[src/rtl/lsu_pkg.sv]
// Shared definitions for the load/store unit: RV32I width codes, byte-enable
// patterns, the FSM state type and the legality check for a request.
// Build option: LSU_MISALIGN_TRAP_EN turns misaligned H/W accesses into errors.
package lsu_pkg;

    localparam logic [2:0] F3_B  = 3'b000;
    localparam logic [2:0] F3_H  = 3'b001;
    localparam logic [2:0] F3_W  = 3'b010;
    localparam logic [2:0] F3_BU = 3'b100;
    localparam logic [2:0] F3_HU = 3'b101;

    localparam logic [3:0] BE_NONE = 4'b0000;
    localparam logic [3:0] BE_BYTE = 4'b0001;
    localparam logic [3:0] BE_HALF = 4'b0011;
    localparam logic [3:0] BE_WORD = 4'b1111;

`ifdef LSU_MISALIGN_TRAP_EN
    localparam bit MISALIGN_TRAP = 1'b1;
`else
    localparam bit MISALIGN_TRAP = 1'b0;
`endif

    typedef enum logic [1:0] {
        S_IDLE   = 2'd0,
        S_ACCESS = 2'd1,
        S_RESP   = 2'd2
    } lsu_state_t;

    function automatic logic lsu_illegal(input logic       is_store,
                                         input logic [2:0] funct3,
                                         input logic [1:0] addr_lo);
        logic bad;
        logic misaligned;
        bad = 1'b0;
        case (funct3)
            F3_B, F3_H, F3_W: bad = 1'b0;
            F3_BU, F3_HU:     bad = is_store;
            default:          bad = 1'b1;
        endcase
        misaligned = ((funct3[1:0] == 2'b01) && addr_lo[0]) ||
                     ((funct3 == F3_W) && (addr_lo != 2'b00));
        return bad | (MISALIGN_TRAP & misaligned);
    endfunction

endpackage

[src/rtl/lsu_align.sv]
// Combinational lane steering: byte enables and replicated store data for the
// outgoing access, and lane select plus sign/zero extension of the read word.
// Ports: funct3 / addr_lo (already alignment-forced lane), wdata, rdata in;
//        be, wdata_steered, rdata_ext out.
module lsu_align
    import lsu_pkg::*;
(
    input  logic [2:0]  funct3,
    input  logic [1:0]  addr_lo,
    input  logic [31:0] wdata,
    input  logic [31:0] rdata,
    output logic [3:0]  be,
    output logic [31:0] wdata_steered,
    output logic [31:0] rdata_ext
);

    logic [7:0]  byte_sel;
    logic [15:0] half_sel;

    always_comb begin
        be = BE_NONE;
        case (funct3)
            F3_B, F3_BU: be = BE_BYTE << addr_lo;
            F3_H, F3_HU: be = BE_HALF << {addr_lo[1], 1'b0};
            F3_W:        be = BE_WORD;
            default:     be = BE_NONE;
        endcase
    end

    always_comb begin
        wdata_steered = wdata;
        case (funct3[1:0])
            2'b00:   wdata_steered = {4{wdata[7:0]}};
            2'b01:   wdata_steered = {2{wdata[15:0]}};
            default: wdata_steered = wdata;
        endcase
    end

    always_comb begin
        byte_sel = rdata[7:0];
        case (addr_lo)
            2'd0: byte_sel = rdata[7:0];
            2'd1: byte_sel = rdata[15:8];
            2'd2: byte_sel = rdata[23:16];
            2'd3: byte_sel = rdata[31:24];
            default: byte_sel = rdata[7:0];
        endcase
        half_sel = addr_lo[1] ? rdata[31:16] : rdata[15:0];
        case (funct3)
            F3_B:    rdata_ext = {{24{byte_sel[7]}}, byte_sel};
            F3_BU:   rdata_ext = {24'h0, byte_sel};
            F3_H:    rdata_ext = {{16{half_sel[15]}}, half_sel};
            F3_HU:   rdata_ext = {16'h0, half_sel};
            default: rdata_ext = rdata;
        endcase
    end

endmodule

[src/rtl/load_store_unit.sv]
// Load/store unit: accepts one memory operation at a time from execute,
// drives a single data-memory access with a timeout, and returns a one-cycle
// writeback pulse (with err on illegal or timed-out operations).
// Ports: clk, reset (sync, active-high); req_* from execute; mem_* to data
//        memory; wb_* and err to the register file; busy when not idle.
// Build option: LSU_MISALIGN_TRAP_EN (see lsu_pkg) traps misaligned H/W;
//        otherwise the low address bits are forced to natural alignment.
//
// state  | meaning
// IDLE   | ready for a request
// ACCESS | mem_req held until mem_ack or timeout
// RESP   | one-cycle writeback pulse, then IDLE
module load_store_unit
    import lsu_pkg::*;
#(
    parameter int TIMEOUT = 16
) (
    input  logic        clk,
    input  logic        reset,
    input  logic        req_valid,
    output logic        req_ready,
    input  logic        req_is_store,
    input  logic [2:0]  req_funct3,
    input  logic [31:0] req_addr,
    input  logic [31:0] req_wdata,
    input  logic [4:0]  req_rd,
    output logic        mem_req,
    output logic        mem_we,
    output logic [31:0] mem_addr,
    output logic [31:0] mem_wdata,
    output logic [3:0]  mem_be,
    input  logic        mem_ack,
    input  logic [31:0] mem_rdata,
    output logic        wb_valid,
    output logic        wb_we,
    output logic [4:0]  wb_rd,
    output logic [31:0] wb_data,
    output logic        err,
    output logic        busy
);

    localparam int CNT_W = (TIMEOUT > 1) ? $clog2(TIMEOUT) : 1;

    lsu_state_t       state;
    logic [CNT_W-1:0] wait_cnt;
    logic             cap_is_store;
    logic [2:0]       cap_funct3;
    logic [1:0]       cap_lane;
    logic [4:0]       cap_rd;

    logic [1:0]  req_lane;
    logic [2:0]  al_funct3;
    logic [1:0]  al_lane;
    logic [3:0]  al_be;
    logic [31:0] al_wdata;
    logic [31:0] al_rdata;
    logic        req_bad;

    // Natural alignment forced on the lane; when trapping is enabled the
    // misaligned cases never reach memory, so the forced value is harmless.
    always_comb begin
        req_lane = req_addr[1:0];
        if (req_funct3[1:0] == 2'b01) begin
            req_lane[0] = 1'b0;
        end else if (req_funct3[1:0] == 2'b10) begin
            req_lane = 2'b00;
        end
    end

    assign req_bad = lsu_illegal(req_is_store, req_funct3, req_addr[1:0]);

    // One aligner serves both directions: request fields while idle, the
    // captured fields while the access is outstanding.
    assign al_funct3 = (state == S_IDLE) ? req_funct3 : cap_funct3;
    assign al_lane   = (state == S_IDLE) ? req_lane   : cap_lane;

    lsu_align u_align (
        .funct3        (al_funct3),
        .addr_lo       (al_lane),
        .wdata         (req_wdata),
        .rdata         (mem_rdata),
        .be            (al_be),
        .wdata_steered (al_wdata),
        .rdata_ext     (al_rdata)
    );

    always_ff @(posedge clk) begin
        if (reset) begin
            state        <= S_IDLE;
            wait_cnt     <= '0;
            cap_is_store <= 1'b0;
            cap_funct3   <= 3'b000;
            cap_lane     <= 2'b00;
            cap_rd       <= 5'd0;
            req_ready    <= 1'b1;
            mem_req      <= 1'b0;
            mem_we       <= 1'b0;
            mem_addr     <= 32'h0;
            mem_wdata    <= 32'h0;
            mem_be       <= BE_NONE;
            wb_valid     <= 1'b0;
            wb_we        <= 1'b0;
            wb_rd        <= 5'd0;
            wb_data      <= 32'h0;
            err          <= 1'b0;
            busy         <= 1'b0;
        end else begin
            wb_valid <= 1'b0;
            wb_we    <= 1'b0;
            wb_rd    <= 5'd0;
            wb_data  <= 32'h0;
            err      <= 1'b0;
            case (state)
                S_IDLE: begin
                    if (req_valid) begin
                        cap_is_store <= req_is_store;
                        cap_funct3   <= req_funct3;
                        cap_lane     <= req_lane;
                        cap_rd       <= req_rd;
                        req_ready    <= 1'b0;
                        busy         <= 1'b1;
                        if (req_bad) begin
                            state    <= S_RESP;
                            wb_valid <= 1'b1;
                            err      <= 1'b1;
                            wb_rd    <= req_rd;
                        end else begin
                            state     <= S_ACCESS;
                            wait_cnt  <= '0;
                            mem_req   <= 1'b1;
                            mem_we    <= req_is_store;
                            mem_addr  <= {req_addr[31:2], 2'b00};
                            mem_be    <= al_be;
                            mem_wdata <= req_is_store ? al_wdata : 32'h0;
                        end
                    end
                end
                S_ACCESS: begin
                    if (mem_ack || (wait_cnt == CNT_W'(TIMEOUT - 1))) begin
                        state     <= S_RESP;
                        mem_req   <= 1'b0;
                        mem_we    <= 1'b0;
                        mem_addr  <= 32'h0;
                        mem_wdata <= 32'h0;
                        mem_be    <= BE_NONE;
                        wb_valid  <= 1'b1;
                        wb_rd     <= cap_rd;
                        // Ack wins over a coincident timeout.
                        if (mem_ack) begin
                            wb_we   <= !cap_is_store && (cap_rd != 5'd0);
                            wb_data <= cap_is_store ? 32'h0 : al_rdata;
                        end else begin
                            err <= 1'b1;
                        end
                    end else begin
                        wait_cnt <= wait_cnt + 1'b1;
                    end
                end
                S_RESP: begin
                    state     <= S_IDLE;
                    req_ready <= 1'b1;
                    busy      <= 1'b0;
                end
                default: begin
                    state     <= S_IDLE;
                    req_ready <= 1'b1;
                    busy      <= 1'b0;
                end
            endcase
        end
    end

endmodule

[config.mk]
export PLATFORM = sky130hd
export DESIGN_NAME = load_store_unit
export DESIGN_NICKNAME = d
export VERILOG_FILES = /design/src/rtl/lsu_pkg.sv /design/src/rtl/lsu_align.sv /design/src/rtl/load_store_unit.sv
export SDC_FILE = /design/constraint.sdc
export NUM_CORES = 1
export LEC_CHECK = 0
export ABC_AREA = 1
export CORE_MARGIN = 3
export CORE_UTILIZATION = 45
export CTS_CLUSTER_SIZE = 8
export DETAILED_ROUTE_END_ITERATION = 6
export GPL_ROUTABILITY_DRIVEN = 0
export PLACE_DENSITY = 0.91
export RECOVER_POWER = 100
export SYNTH_ARGS = -nofsm -noshare
export SYNTH_HDL_FRONTEND = slang
export SYNTH_HIERARCHICAL = 1
export SYNTH_SLANG_ARGS = --single-unit
[constraint.sdc]
create_clock -name clk -period 2.58 [get_ports clk]
set_input_delay 0.516 -clock clk [delete_from_list [all_inputs] [get_ports clk]]
set_output_delay 0.516 -clock clk [all_outputs]
set_load 0.03 [all_outputs]
# [Word-level counts from Yosys, hierarchy flattened]
# Cells that the tools add are included.
[classes] n_addsub=1 n_eq_ne=20 n_shift=2 n_mux=53 n_bitwise=3 n_reduce_logical=21
[op_table] cell="two-way mux 32 bit" n=6
[op_table] cell="case mux 32 bit (2 select lines)" n=3
[op_table] cell="case mux 32 bit (4 select lines)" n=1
[op_table] cell="case mux 8 bit (4 select lines)" n=1
[op_table] cell="two-way mux 4 bit" n=6
[op_table] cell="two-way mux 16 bit" n=1
[op_table] cell="case mux 4 bit (2 select lines)" n=2
[op_table] cell="two-way mux 5 bit" n=3
[op_table] cell="two-way mux 1 bit" n=14
[op_table] cell="case mux 1 bit (2 select lines)" n=7
[op_table] cell="== test 3 bit, second input constant" n=4
[op_table] cell="case mux 4 bit (3 select lines)" n=1
[op_table] cell="two-way mux 2 bit" n=5
[op_table] cell="case mux 5 bit (2 select lines)" n=1
[op_table] cell="== test 2 x 1 -> 1 bit, second input constant" n=4
[op_table] cell="!= test 2 bit, second input constant" n=4
[op_table] cell="AND reduction 4 bit" n=2
[op_table] cell="== test 2 bit, second input constant" n=3
[op_table] cell="== test 3 x 1 -> 1 bit, second input constant" n=2
[op_table] cell="== test 3 x 2 -> 1 bit, second input constant" n=2
[op_table] cell="logical NOT 2 bit" n=3
[op_table] cell="logical NOT 3 bit" n=2
[op_table] cell="AND reduction 2 bit" n=3
[op_table] cell="OR reduction 2 bit" n=3
[op_table] cell="15 further kinds" n=17
[word_totals] regBits=129 input_bits=109 out_inout_bits=112 word_cells=118

# [Longest topological paths before layout]
# Gate-level depths: netlist of run 1.
[logic_depth] depth_word=9 ltp_mapped=14 ltp_nobuf=13

# [Cells and area by module]
# Netlist of run 1, hierarchy kept.
[modules_own_cells] mod="load_store_unit" instances=1 cells_each=563 area_each_um2=4714.5 seq_area_each_um2=2542.4
[modules_own_cells] mod="lsu_align" instances=1 cells_each=235 area_each_um2=1161.1 seq_area_each_um2=0.0

# [Worst setup path before layout of run 1]
# No wires, ideal clock.
[synth_timing] path_type="register -> register" from="register state[1]" to="register wb_data[20]" setup_time_ns=0.066 t_arrival_ns=1.868 required_ns=2.514 slack_ns=0.645 stages_incl_launch_ff=12 path_buffers=1 synth_period_minus_slack_ns=1.935 cell_sequence="dfxtp_1 > nor2_4 > o21ai_0 > inv_2 > nor2_4 > nand3_1 > nand2_2 > nand2_4 > buf_6 > nand3_2 > inv_1 > nor2_1"
[synth_between] word_cells_on_any_way=17 classes_between="7 x eq/ne; 5 x mux; 1 x bitwise; 4 x reduce/logical"
[synth_lines] item="start, declared" line_no="load_store_unit.sv:44" text="lsu_state_t state;"
[synth_lines] item="start signal, assigned" line_no="load_store_unit.sv:89" text="state <= S_IDLE;"
[synth_lines] item="start signal, assigned" line_no="load_store_unit.sv:123" text="state <= S_RESP;"
[synth_lines] item="start signal, assigned" line_no="load_store_unit.sv:128" text="state <= S_ACCESS;"
[synth_lines] item="logical NOT 2 bit (*)" line_no="load_store_unit.sv:74" text="assign al_funct3 = (state == S_IDLE) ? req_funct3 : cap_funct3;"
[synth_lines] item="two-way mux 3 bit (*)" line_no="load_store_unit.sv:74"
[synth_lines] item="named net al_funct3[0]" line_no="load_store_unit.sv:52" text="logic [2:0] al_funct3;"
[synth_lines] item="== test 3 bit (tied with other cells)" line_no="lsu_align.sv:49" text="case (funct3)"
[synth_lines] item="case mux 32 bit (4 select lines) (*)" line_no="lsu_align.sv:49"
[synth_lines] item="named net al_rdata[20]" line_no="load_store_unit.sv:56" text="logic [31:0] al_rdata;"
[synth_lines] item="end signal, assigned" line_no="load_store_unit.sv:151" text="wb_data <= cap_is_store ? 32'h0 : al_rdata;"
[synth_lines] item="end, declared" line_no="load_store_unit.sv:37" text="output logic [31:0] wb_data,"
# Mark *: on every way through the listed nets, which the timed path passes. The rest lies on a longest branch.
# A chain may end at the register's enable or synchronous reset.

# [Worst setup path after layout of run 1]
[layout_timing] from="input req_funct3[1]" to="register wb_data[8]"
[layout_between] elab_chain_cells=7 word_cells_on_any_way=18 classes_between="8 x eq/ne; 8 x mux; 2 x reduce/logical"
[layout_rtl] item="start, declared" line_no="load_store_unit.sv:23" text="input logic [2:0] req_funct3,"
[layout_rtl] item="== test 2 bit" line_no="load_store_unit.sv:65" text="end else if (req_funct3[1:0] == 2'b10) begin"
[layout_rtl] item="two-way mux 2 bit" line_no="load_store_unit.sv:65"
[layout_rtl] item="two-way mux 1 bit (*)" line_no="load_store_unit.sv:63" text="if (req_funct3[1:0] == 2'b01) begin"
[layout_rtl] item="two-way mux 2 bit (*)" line_no="load_store_unit.sv:75" text="assign al_lane = (state == S_IDLE) ? req_lane : cap_lane;"
[layout_rtl] item="named net al_lane[0]" line_no="load_store_unit.sv:53" text="logic [1:0] al_lane;"
[layout_rtl] item="== test 2 bit (tied with other cells)" line_no="lsu_align.sv:41" text="case (addr_lo)"
[layout_rtl] item="case mux 8 bit (4 select lines) (*)" line_no="lsu_align.sv:41"
[layout_rtl] item="case mux 32 bit (4 select lines) (*)" line_no="lsu_align.sv:49"
[layout_rtl] item="named net al_rdata[8]" line_no="load_store_unit.sv:56"
# Marked as above.

==> impl_metrics.toml, run 1 <==
[outcome]
outcome = "complete, but fails checks"
violations = "max-capacitance violations, max-slew violations"

[timing]
finalCritPeriodShare = 0.8887
skew_ns = 0.005950
worst_pin_slew_ns = 1.670
timing.final.hold_violations = 0
slew_headroom = -0.1131
maxSlewViolCount = 83
fmax_mhz = 436.2
rsz0062_at_grt = "false"
setup_viol = 0
period_needed_ns = 2.293
hold_ws_ns = 0.4450
setup_tns_ns = 0

[routing]
drt_iter0_markers = 606
drtPass1Iterations = 5
ant_nets = 0
routed_wl_mm = 18.59
num_vias = 6072
vias_per_cell = 5.133
drc = 0
wl_per_cell_um = 15.72

[logic_synthesis]
yosys_register_bits = 127
synth_area_leaders = "dfxtp_1 (43%), nand2_1 (14%), nand3_1 (7.9%)"
synth_cell_types = 38
ys_warn_count = 6
ys_seq_area_frac = 0.4327
synthCells = 798
syn_area_sq_um = 5876
yosysTopAreaCell = "dfxtp_1"
synth.avg_cell_area_sq_um = 7.363
yosysTopAreaCellShare = 0.4327

[clock_network]
postCtsSetupBuffers = 0
cts.path.max_buffers = 2
clk_latency_ns = 0.41
cts_tree = "built"
cts_hold_buf = 0
cts_resized = 0
cts_root_buf = "clkbuf_16"
clock_sinks = 127
cts_buffers = 17
clk_pin_slew_ns = 0.06
htreeDepth = 4

[cells_and_area]
nets = 1109
drive_gt1_frac = 0.09001
areaGrowthSynthToFinish_pct = 46.04
n_antenna_cell = 0
fin_area_sq_um = 8581
fill_cells = 1050
layout_commonest_cell = "nand2_1"
layout_common_cells = "nand2_1 (212), dfxtp_1 (127), dlygate4sd3_1 (110), clkdlybuf4s50_1 (107), nand3_1 (104)"
fin_cells = 1183

[pwr]
leakage_nw = 3.876
power_density_nw_per_um2 = 647.7
total_power_mw = 5.558
irDropWorstVdd_mv = 0.4995

[critical_path]
critPathRequiredTime_ns = 2.92
path_cells = "clkdlybuf4s50_1 > inv_1 > nand2_1 > nand3_1 > o21ai_0 > inv_1 > nand2_1 > or2_0 > nand3_1 > buf_12 > nand3_1 > inv_1 > nor2_1"
critPathTopFamily = "buffers and inverters"
critPathBufInv = 5
crit_path_start = "req_funct3[1]"
cp_data_arrival_time_ns = 2.63
cp-start-kind = "input pin"
timing.rr.end = "mem_wdata[31]"
ff2ff_setup_slack_ns = 0.35
reg2reg_depth = 7
r2r_start = "state[1]"
critPathKind = "input pin to flop"
critPathCaptureType = "flop"
slowest_delay_ns = 0.55
crit_fanout = 11
slowest_stage = "clkdlybuf4s50_1"

[global_routing]
grt_pass1_wl_mm = 29.27
antenna_found_initial = 0
grt_overflow = 0
grt_max_degree = 83
grt_usage = 0.2516
grt_pass1_vias = 5945

[placed_design]
port_buffers = 218
dp_cells = 1152
hpwl_mm = 12.99
placed_cell_area_sq_um = 8138

[floorplan]
die_w_um = 120.3
rows = 41
ioPinCount = 221
coreArea_sq_um = 12670
die_y_um = 120.3
start_util = 0.4637
fp.dieArea_sq_um = 14460

[min_path]
holdPathEnd = "cap_funct3[2]"
min_from = "cap_funct3[2]"
hp-class = "flop to flop"
min_path_cells = 2

[job]
max_cap_violations = 1
[through the flow]
stage / util / setup slack [ns]
3_5_place_dp: 0.6422 / 0.02919
3_3_place_gp: 0.6422 / 0.1016
6_report: 0.6772 / 0.2872
2_1_floorplan: - / 0.6452
4_1_cts: 0.6868 / 0.4202
5_1_grt: 0.6772 / 0.09368
[logic make-up after synthesis]
group           count (synthesis)  synth area share
buf+inv                       138            0.1154
fa+ha+maj                       1          0.002129
compound gates                129            0.1222
simple gates                  401            0.3254
flops                         127            0.4327
xor+xnor                        1          0.001491
other cells                     1         0.0006382
[layout make-up]
cell class	count	area, sq um	share of cell area
clock inverter	11	117.6	0.01371
sequential	127	2542	0.2963
clock buffer	20	446.7	0.05206
multi-input combinational	534	2569	0.2994
inverter	83	320.3	0.03733
timing repair buffer	236	2370	0.2762
tap	172	215.2	0.02508
[cells in the mapped netlist]
cell type,n
a211oi_1,2
a21boi_0,1
a21oi_1,76
a21oi_2,10
a31oi_1,1
buf_1,2
buf_2,10
buf_4,13
buf_6,9
buf_8,2
clkbuf_1,19
clkinv_2,1
clkinv_4,1
conb_1,1
dfxtp_1,127
ha_1,1
inv_1,75
inv_2,5
inv_4,1
nand2_1,212
nand2_2,4
nand2_4,2
nand3_1,93
nand3_2,31
nand4_1,1
nor2_1,49
nor2_2,1
nor2_4,4
nor2_8,2
nor3_1,1
o211ai_1,5
o21ai_0,25
o21ai_1,1
o21ai_2,1
o21bai_1,1
o22ai_1,6
or2_1,1
xor2_1,1
[state kept, by name, indices dropped and copies added, names as in the netlist]
register      flops
mem_we            1
cap_is_store      1
req_ready         1
err               1
cap_lane          2
cap_rd            5
mem_wdata        32
wb_we             1
wb_data          32
cap_funct3        3
wb_rd             5
mem_req           1
state             2
busy              1
mem_addr         30
mem_be            4
wait_cnt          4
wb_valid          1
[metal layers]
metal  track usage  part of all wire  routed length, um  vias up
li1              -                 -                  -     2954
met1        0.3011              0.41               7584     2780
met2        0.4233              0.48               8947      289
met3       0.07530             0.080               1485       49
met4        0.1027             0.031                575        0
met5             0                 0                  0        -
[where the power goes]
| group | internal, mW | total (mW) | switching (mW) | leakage [nW] |
|---|---|---|---|---|
| logic | 0.466 | 1.19 | 0.728 | 2.57 |
| registers | 2.05 | 2.09 | 0.0397 | 1.03 |
| clock network | 1.43 | 2.28 | 0.844 | 0.275 |
| total | 3.95 | 5.56 | 1.61 | 3.88 |
[worst max path at each step]
stage	slack (ns)	end	cells after the start
floorplan	0.65	wb_data[20]	11
global placement	0.10	wb_data[8]	10
detailed placement	0.03	wb_data[9]	11
CTS	0.42	wb_data[9]	10
global route	0.09	wb_data[0]	13
finish	0.29	wb_data[8]	13
[worst reg2reg max path, stage by stage (launching register included)]
cell     delay, ns
dfxtp_1       0.36
nor2_4        0.26
inv_1         0.13
nor2_1        0.31
inv_4         0.17
nor2_8        0.48
nand3_1       0.21
a21oi_1       0.19
(Power assumes the default switching activity.)
==> run 2: changes to the inputs <==
--- a/config.mk
+++ b/config.mk
@@ -8,6 +8,7 @@
 export ABC_AREA = 1
 export CORE_MARGIN = 3
 export CORE_UTILIZATION = 45
+export CTS_CLUSTER_DIAMETER = 120
 export CTS_CLUSTER_SIZE = 8
 export DETAILED_ROUTE_END_ITERATION = 6
 export GPL_ROUTABILITY_DRIVEN = 0
==> results of run 2 <==
Final layout, timing and power as in run 1 (identical DEF).
